$ cat src/rtl/cfi_log_batcher_pkg.sv
// Shared types for the CFI log batcher.
//   cfi_log_t          : one filtered control-flow log entry
//   cfi_batch_state_e  : batcher FSM states (COLLECT / PRESENT)
package cfi_log_batcher_pkg;

  typedef struct packed {
    logic [1:0]  kind;
    logic [31:0] pc;
    logic [31:0] target;
  } cfi_log_t;

  typedef enum logic {
    CFI_BATCH_COLLECT = 1'b0,
    CFI_BATCH_PRESENT = 1'b1
  } cfi_batch_state_e;

endpackage

$ cat src/rtl/cfi_log_batcher_compactor.sv
// Combinational compactor: gathers the valid commit-port logs into the low
// slots of packed_logs in ascending port order and reports how many there are.
// Ports:
//   logs        in  per-port logs
//   valid       in  per-port valid
//   packed_logs out valid logs packed from slot 0 upward (unused slots 0)
//   count       out number of valid logs (popcount of valid)
module cfi_log_compactor
  import cfi_log_batcher_pkg::*;
#(
  parameter int unsigned NR_COMMIT_PORTS = 2,
  localparam int unsigned CW = $clog2(NR_COMMIT_PORTS + 1)
) (
  input  cfi_log_t [NR_COMMIT_PORTS-1:0] logs,
  input  logic     [NR_COMMIT_PORTS-1:0] valid,
  output cfi_log_t [NR_COMMIT_PORTS-1:0] packed_logs,
  output logic     [CW-1:0]              count
);

  always_comb begin
    int k;
    packed_logs = '0;
    k = 0;
    for (int i = 0; i < int'(NR_COMMIT_PORTS); i++) begin
      if (valid[i]) begin
        // Constant-index select avoids a variable index of mismatched width.
        for (int j = 0; j < int'(NR_COMMIT_PORTS); j++) begin
          if (j == k) packed_logs[j] = logs[i];
        end
        k++;
      end
    end
    count = CW'(k);
  end

endmodule

$ cat src/rtl/cfi_log_batcher.sv
// CFI log batcher: compacts up to NR_COMMIT_PORTS logs per cycle into a
// circular queue and hands them to the backend in batches of up to BATCH_SIZE
// over valid/ready. A batch is captured when full, on idle timeout or on flush.
// Optional build macro: CFI_BATCH_PERF_EN enables the two perf counters;
// without it perf_batches_o / perf_partial_o are tied to 0.
// Ports:
//   clk_i, rst_i (async, active-high)
//   log_i, log_valid_i   filtered logs from commit
//   flush_i              force emission of a partial batch
//   halt_o               stall commit (free slots < NR_COMMIT_PORTS)
//   batch_o, batch_count_o, batch_valid_o, batch_ready_i  batch handshake
//   usage_o              queue occupancy
//   drop_cnt_o           saturating count of logs dropped while halted
//   perf_batches_o, perf_partial_o  accepted batches / accepted partial batches
module cfi_log_batcher
  import cfi_log_batcher_pkg::*;
#(
  parameter int unsigned NR_COMMIT_PORTS = 2,
  parameter int unsigned QUEUE_DEPTH     = 8,
  parameter int unsigned BATCH_SIZE      = 4,
  parameter int unsigned FLUSH_TIMEOUT   = 64,
  localparam int unsigned OW = $clog2(QUEUE_DEPTH + 1),
  localparam int unsigned BW = $clog2(BATCH_SIZE + 1)
) (
  input  logic                           clk_i,
  input  logic                           rst_i,
  input  cfi_log_t [NR_COMMIT_PORTS-1:0] log_i,
  input  logic     [NR_COMMIT_PORTS-1:0] log_valid_i,
  input  logic                           flush_i,
  output logic                           halt_o,
  output cfi_log_t [BATCH_SIZE-1:0]      batch_o,
  output logic     [BW-1:0]              batch_count_o,
  output logic                           batch_valid_o,
  input  logic                           batch_ready_i,
  output logic     [OW-1:0]              usage_o,
  output logic     [7:0]                 drop_cnt_o,
  output logic     [31:0]                perf_batches_o,
  output logic     [31:0]                perf_partial_o
);

  localparam int unsigned PW = $clog2(QUEUE_DEPTH);
  localparam int unsigned CW = $clog2(NR_COMMIT_PORTS + 1);
  localparam int unsigned TW = (FLUSH_TIMEOUT > 1) ? $clog2(FLUSH_TIMEOUT) : 1;

  cfi_log_t                       q [QUEUE_DEPTH];
  logic [PW-1:0]                  wr_ptr, rd_ptr;
  logic [OW-1:0]                  occ, pushes, pops;
  logic [TW-1:0]                  tcnt;
  cfi_batch_state_e               state, state_next;
  cfi_log_t [NR_COMMIT_PORTS-1:0] packed_logs;
  logic [CW-1:0]                  push_cnt;
  logic [BW-1:0]                  take;
  logic [8:0]                     drop_sum;
  logic                           halt, capture, expired, handshake;

  cfi_log_compactor #(.NR_COMMIT_PORTS(NR_COMMIT_PORTS)) u_compactor (
    .logs        (log_i),
    .valid       (log_valid_i),
    .packed_logs (packed_logs),
    .count       (push_cnt)
  );

  // Halt depends only on the registered occupancy.
  assign halt      = (OW'(QUEUE_DEPTH) - occ) < OW'(NR_COMMIT_PORTS);
  assign halt_o    = halt;
  assign usage_o   = occ;
  assign take      = (occ >= OW'(BATCH_SIZE)) ? BW'(BATCH_SIZE) : BW'(occ);
  assign expired   = (FLUSH_TIMEOUT != 0) && (tcnt == TW'(FLUSH_TIMEOUT - 1));
  assign pushes    = halt ? '0 : OW'(push_cnt);
  assign pops      = capture ? OW'(take) : '0;
  assign handshake = (state == CFI_BATCH_PRESENT) && batch_ready_i;
  assign drop_sum  = {1'b0, drop_cnt_o} + 9'(push_cnt);

  always_ff @(posedge clk_i or posedge rst_i) begin
    if (rst_i) state <= CFI_BATCH_COLLECT;
    else       state <= state_next;
  end

  always_comb begin
    state_next    = state;
    capture       = 1'b0;
    batch_valid_o = 1'b0;
    case (state)
      CFI_BATCH_COLLECT: begin
        if (occ >= OW'(BATCH_SIZE) || (occ != '0 && (flush_i || expired))) begin
          capture    = 1'b1;
          state_next = CFI_BATCH_PRESENT;
        end
      end
      CFI_BATCH_PRESENT: begin
        batch_valid_o = 1'b1;
        if (handshake) state_next = CFI_BATCH_COLLECT;
      end
      default: state_next = CFI_BATCH_COLLECT;
    endcase
  end

  // Storage needs no reset: pointers and occupancy define what is live.
  always_ff @(posedge clk_i) begin
    for (int i = 0; i < int'(NR_COMMIT_PORTS); i++) begin
      if (!halt && i < int'(push_cnt)) q[wr_ptr + PW'(i)] <= packed_logs[i];
    end
  end

  always_ff @(posedge clk_i or posedge rst_i) begin
    if (rst_i) begin
      wr_ptr        <= '0;
      rd_ptr        <= '0;
      occ           <= '0;
      tcnt          <= '0;
      drop_cnt_o    <= '0;
      batch_count_o <= '0;
      batch_o       <= '0;
    end else begin
      wr_ptr <= wr_ptr + PW'(pushes);
      rd_ptr <= rd_ptr + PW'(pops);
      occ    <= occ + pushes - pops;

      if (capture || occ == '0)
        tcnt <= '0;
      else if (state == CFI_BATCH_COLLECT && occ < OW'(BATCH_SIZE) && !expired)
        tcnt <= tcnt + TW'(1);

      if (halt) drop_cnt_o <= drop_sum[8] ? 8'hff : drop_sum[7:0];

      if (capture) begin
        for (int j = 0; j < int'(BATCH_SIZE); j++)
          batch_o[j] <= (j < int'(take)) ? q[rd_ptr + PW'(j)] : cfi_log_t'('0);
        batch_count_o <= take;
      end
    end
  end

`ifdef CFI_BATCH_PERF_EN
  logic [31:0] perf_b, perf_p;

  always_ff @(posedge clk_i or posedge rst_i) begin
    if (rst_i) begin
      perf_b <= '0;
      perf_p <= '0;
    end else if (handshake) begin
      perf_b <= perf_b + 32'd1;
      if (batch_count_o < BW'(BATCH_SIZE)) perf_p <= perf_p + 32'd1;
    end
  end

  assign perf_batches_o = perf_b;
  assign perf_partial_o = perf_p;
`else
  assign perf_batches_o = '0;
  assign perf_partial_o = '0;
`endif

endmodule

$ cat config.mk
export PLATFORM = sky130hd
export DESIGN_NAME = cfi_log_batcher
export DESIGN_NICKNAME = d
export VERILOG_FILES = /design/src/rtl/cfi_log_batcher_pkg.sv /design/src/rtl/cfi_log_batcher_compactor.sv /design/src/rtl/cfi_log_batcher.sv
export SDC_FILE = /design/constraint.sdc
export NUM_CORES = 2
export LEC_CHECK = 0
export ABC_AREA = 1
export BUFFER_PORTS_ARGS = -buffer_cell sky130_fd_sc_hd__buf_2
export CELL_PAD_IN_SITES_DETAIL_PLACEMENT = 2
export CELL_PAD_IN_SITES_GLOBAL_PLACEMENT = 2
export CORE_UTILIZATION = 30
export DETAILED_ROUTE_END_ITERATION = 8
export PLACE_DENSITY_LB_ADDON = 0.1
export SKIP_LAST_GASP = 1
export SLEW_MARGIN = 20
export SYNTH_ARGS = -nofsm -noshare
export SYNTH_HDL_FRONTEND = slang
export SYNTH_SLANG_ARGS = --single-unit
$ cat constraint.sdc
create_clock -name clk_i -period 12 [get_ports clk_i]
set_input_delay 2.4 -clock clk_i [delete_from_list [all_inputs] [get_ports clk_i]]
set_output_delay 2.4 -clock clk_i [all_outputs]
set_load 0.03 [all_outputs]
After elaboration in Yosys (flattened, before gate mapping) --
Memories as Yosys holds them, arrays and structs flattened. A register that Yosys moved wholly into a read port is not among the register bits. Cells that the tools add are included.
Word-level totals: register bits 226, word-level logic and storage cells 79, bits in latches 0, ROM bits 0, memories kept 1, input port bits 138, memory bits (writable) 528
Memories:
- q | depth 8, bits a word 66, read ports 4, clocked after Yosys merged registers in 1, wr ports 2, RTL line cfi_log_batcher.sv:45 | cfi_log_t q [QUEUE_DEPTH];
Operators by class: muxes and demuxes 24, shift operators 0, equality and inequality tests 2, $mul 0, bitwise gates (word level) 1, add/subtract/negate cells 12, reduce and logical (&&, ||, !) cells 15, div/mod/pow operators 0, magnitude comparators 8
Operators with widths (count):
- 66-bit 2-to-1 mux | 6
- 132-bit 2-to-1 mux | 1
- 32-bit zero test | 1
- 6-bit 2-to-1 mux | 2
- 8-bit by 2-bit adder with 9-bit output | 1
- 1-bit 2-to-1 mux | 9
- 8-bit 2-to-1 mux | 1
- 3-bit by 1-bit adder with 3-bit output, second input constant | 2
- 3-bit by 2-bit adder with 3-bit output, second input constant | 2
- 6-bit by 1-bit adder with 6-bit output, second input constant | 1
- 6-bit equality test, second input constant | 1
- 1-bit logical AND | 6
- 2-bit by 3-bit less-than comparator with 1-bit output, first input constant | 2
- 3-bit 2-to-1 mux | 2
- 4-bit by 2-bit adder with 4-bit output | 1
- 4-bit by 3-bit >= comparator with 1-bit output, second input constant | 1
- 4-bit zero test | 1
- 1-bit by 2-bit less-than comparator with 1-bit output, first input constant | 2
- 4-bit by 2-bit less-than comparator with 1-bit output, second input constant | 1
- 4-bit by 3-bit less-than comparator with 1-bit output, second input constant | 1
- 2-bit 2-to-1 mux | 2
- 4-bit nonzero test | 1
- 4-bit by 3-bit subtractor with 4-bit output | 1
- 4-bit subtractor, first input constant | 1
- 10 further kinds | 13

Longest topological paths before layout --
depth after elaboration 8, gate-level depth with buffers 16, depth with buffers taken out 14

Hierarchy --
Synthesis repeated with hierarchy kept, for this count alone.
Unflattened totals: cell total of the unflattened synthesis 7473, area total of the unflattened synthesis 52043.7 um^2
By module, submodules not included:
- cfi_log_batcher | area each 50572.3 um^2, sequential area each 23162.2 um^2, times used 1, cells each 7112
- cfi_log_compactor | area each 1471.4 um^2, sequential area each 0.0 um^2, times used 1, cells each 361

Worst setup path after synthesis --
Ideal clock, no wire load.
path type input port to flip-flop, start point in log_valid_i[0], end point mem q[0][0] (netlist bit), enable pin, path slack 6.912 ns, data required time 11.298 ns, arrival 4.386 ns, stages on the path 5, cell sequence ha_1 buf_2 nand3_2 clkbuf_1 nand2_1
RTL lines:
- start, declared | RTL line cfi_log_batcher.sv:28 | input logic [NR_COMMIT_PORTS-1:0] log_valid_i,
- end, declared | RTL line cfi_log_batcher.sv:45

Worst setup path after layout --
start point reg occ[1], in the netlist usage_o[1], end point out halt_o
Between the ends: cells in the longest elaborated chain, start to end 2
RTL lines:
- start, declared | RTL line cfi_log_batcher.sv:47 | logic [OW-1:0] occ, pushes, pops;
- start signal, assigned | RTL line cfi_log_batcher.sv:117 | occ <= occ + pushes - pops;
- 4-bit subtractor | RTL line cfi_log_batcher.sv:64 | assign halt = (OW'(QUEUE_DEPTH) - occ) < OW'(NR_COMMIT_PORTS);
- 4-bit by 2-bit less-than comparator with 1-bit output | RTL line cfi_log_batcher.sv:64
- end, declared | RTL line cfi_log_batcher.sv:30 | output logic halt_o,
No other way between the ends.

==> results.ini <==
[global_routing]
antenna_found_initial=1
grt_overflow=0
grt_pass1_wl_um=381000
grt_pass1_vias=57767
grt_usage=0.292
grt_max_degree=231

[setup_path]
worst_path_max_delay_cell=dfrtp_1
cp.arrival_ns=3.17
critPathKind=reg2out
cpMostUsedCell=inv_1
cp_cell_sequence=inv_1 -> ha_1 -> nand2_1 -> inv_1 -> nor3_1 -> nand2_4 -> inv_1 -> buf_2
crit_required_ns=9.60
critPathMaxFanout=33
setup.worst_path.start_class=flip-flop
max_stage_delay_ns=0.50
end_kind=primary output

[outcome]
status=finished clean

[sta]
slew_headroom=0.178
clock_skew_ns=0.0273
max_freq_mhz=180
finalSetupTns_ns=0
hold_slack_ns=0.471
hold_viol_final=0
worst_slew_pin_slew_ns=1.23
rsz0062_at_grt=false
finalWorstSetupSlack_ns=6.43
finalSetupViolations=0
finalCritPeriodShare=0.464
finalCriticalPeriod_ns=5.57
drv_slew=0

[placement]
dp_hpwl_um=158000
gp_congestion=0.808
port_buffers=418
dp.cells=9398
dpl_cell_area_mm2=0.0543
dpl_worst_slack_ns=5.90

[clock_tree]
cts_hold_buf=0
clockRootBuffer=clkbuf_16
cts_tree=yes
clock_sinks=820
postCtsResizedCells=0
clock_path_buffers=3
path_clk_slew_ns=0.06
numCtsBuffers=107
cts_setup_buffers=0
ctsHtreeMaxLevel=3
worstSkewPairLatency_ns=0.75

[layout]
final_net_count=7448
final_area_mm2=0.0579
antennaDiodeCount=0
postLayoutCoreUtil=0.342
fin_cells=9598
area_growth_pct=13.2
drive_gt1_frac=0.0974

[logic_synthesis]
synth_most_common_cell=nand2_1
ys_async_sr_fraction=0.356
synth_area_mm2=0.0512
yosysWarnings=0
syn_avg_cell_area_um2=7.05
synth_edf_count=528
netlist.top_cell.by_area=edfxtp_1
yosys-top-cells-count=nand2_1, nand3_1, nand4_1
synth-seq-cells=820
synth_top_area_frac=0.310
synth_seq_area_share=0.453
synth_ff_type=edfxtp_1
ys_types=30
postSynthCellCount=7264
yosys-top-cells-area=edfxtp_1, nand2_1, dfrtp_1, nand3_1, nand4_1

[drt]
top_layer=met4
wl_per_cell_um=26.8
drc=0
wirelength_um=258000
via_count=53696
met2_length_um=125000
postRouteAntennaNets=0
viasPerCell=5.59
firstDrtPassIters=7
met3_length_um=10900
drt-met1-wl_um=110000
drtIter0Drc=3778

[die]
row_count=151
fp.dieArea_mm2=0.172
core_mm2=0.169
die-width_um=415
die_h_um=415
initial_core_util=0.302
io_pins=483

[worst_hold_path]
hold_path_class=reg2reg

[pwr]
p_switching_mw=11.7
p_seq_frac=0.240
power_mw=20.6
vdd_drop_max_mv=0.315
p_per_area_mw_per_mm2=356
switching_share=0.569
comb_power_share=0.595
internal-power_mw=8.90
p_leak_nw=27.7
pwr-share-clk=0.165

[job]
cap_violations=0

layout by cell type (no fill, tap or decap), types with 2 or more instances in the layout:
cell / n
nand3_4: 8
xor2_1: 5
buf_2: 417
nand2_4: 13
fa_1: 5
buf_4: 71
clkbuf_16: 112
clkinv_1: 7
bufinv_16: 8
o21ai_0: 10
clkinv_4: 3
inv_6: 2
inv_8: 3
o21ai_1: 66
xor2_4: 2
nor2_1: 88
clkbuf_8: 14
clkinv_8: 2
a21oi_1: 3
nand3_1: 877
nand2_1: 3901
buf_12: 9
clkbuf_1: 24
dfrtp_1: 291
clkinvlp_4: 9
edfxtp_1: 528
conb_1: 64
clkinv_2: 20
inv_1: 102
o21bai_1: 2
ha_4: 2
nor2_4: 14
nand4_1: 671
inv_2: 3
ha_1: 14
cells by family after synthesis:
family                   Yosys count  share of synthesized area
adder cells (fa/ha/maj)           21                    0.00587
AO/OA/AOI/OAI                     82                    0.00819
XOR/XNOR                           9                    0.00154
buffers and inverters            756                     0.0675
other                              1                  0.0000733
AND/OR/NAND/NOR                 5575                      0.464
flip-flops                       820                      0.453
power by group through the flow:
stage,Combinational [mW],Clock [mW],Sequential [mW]
after floorplan,6.77,0,5.52
after global placement,11.9,0,4.97
after detailed placement,12.2,0,4.99
after CTS,12.3,3.47,4.95
after global routing,13.2,3.55,5.05
final,12.3,3.40,4.95
worst paths after layout:
check / end / from / slack [ns] / cells past startpoint
max: halt_o / usage_o[1] / 6.43 / 8
min: batch_o[34] / batch_o[34] / 0.47 / 2
max reg2reg: batch_o[70] / rd_ptr[0] / 6.85 / 9
min reg2reg: batch_o[34] / batch_o[34] / 0.47 / 2
max in group asynchronous: batch_o[134] / rst_i / 8.18 / 4
min in group asynchronous: batch_o[231] / rst_i / 1.77 / 2
state kept, by name, summed over array words and instances, names as in the netlist:
name and count:
usage_o 4, batch_count_o 3, batch_o 264, q 528, wr_ptr 3, state 1
drop_cnt_o 8, tcnt 6, rd_ptr 3
critical path, delay by kind of cell (launching register included):
kind	cells	cell delay (ns)
DFF	1	0.50
adders and majority gates	1	0.24
buffers and inverters	4	0.94
and+or+nand+nor	3	0.75
per-layer routing:
metal,vias up,GRT usage
li1,24104,-
met1,27708,0.372
met2,1429,0.501
met3,455,0.0266
met4,0,0.130
met5,-,0
final cells by class:
class	count	area [um2]
tap	2218	2780
fill	19857	112000
inverter	111	448
multi-input combinational	5751	25100
clock inverter	50	517
clock buffer	150	3090
timing repair buffer	498	2810
sequential	820	23200
Note: power is estimated with default switching activity, not from simulation.
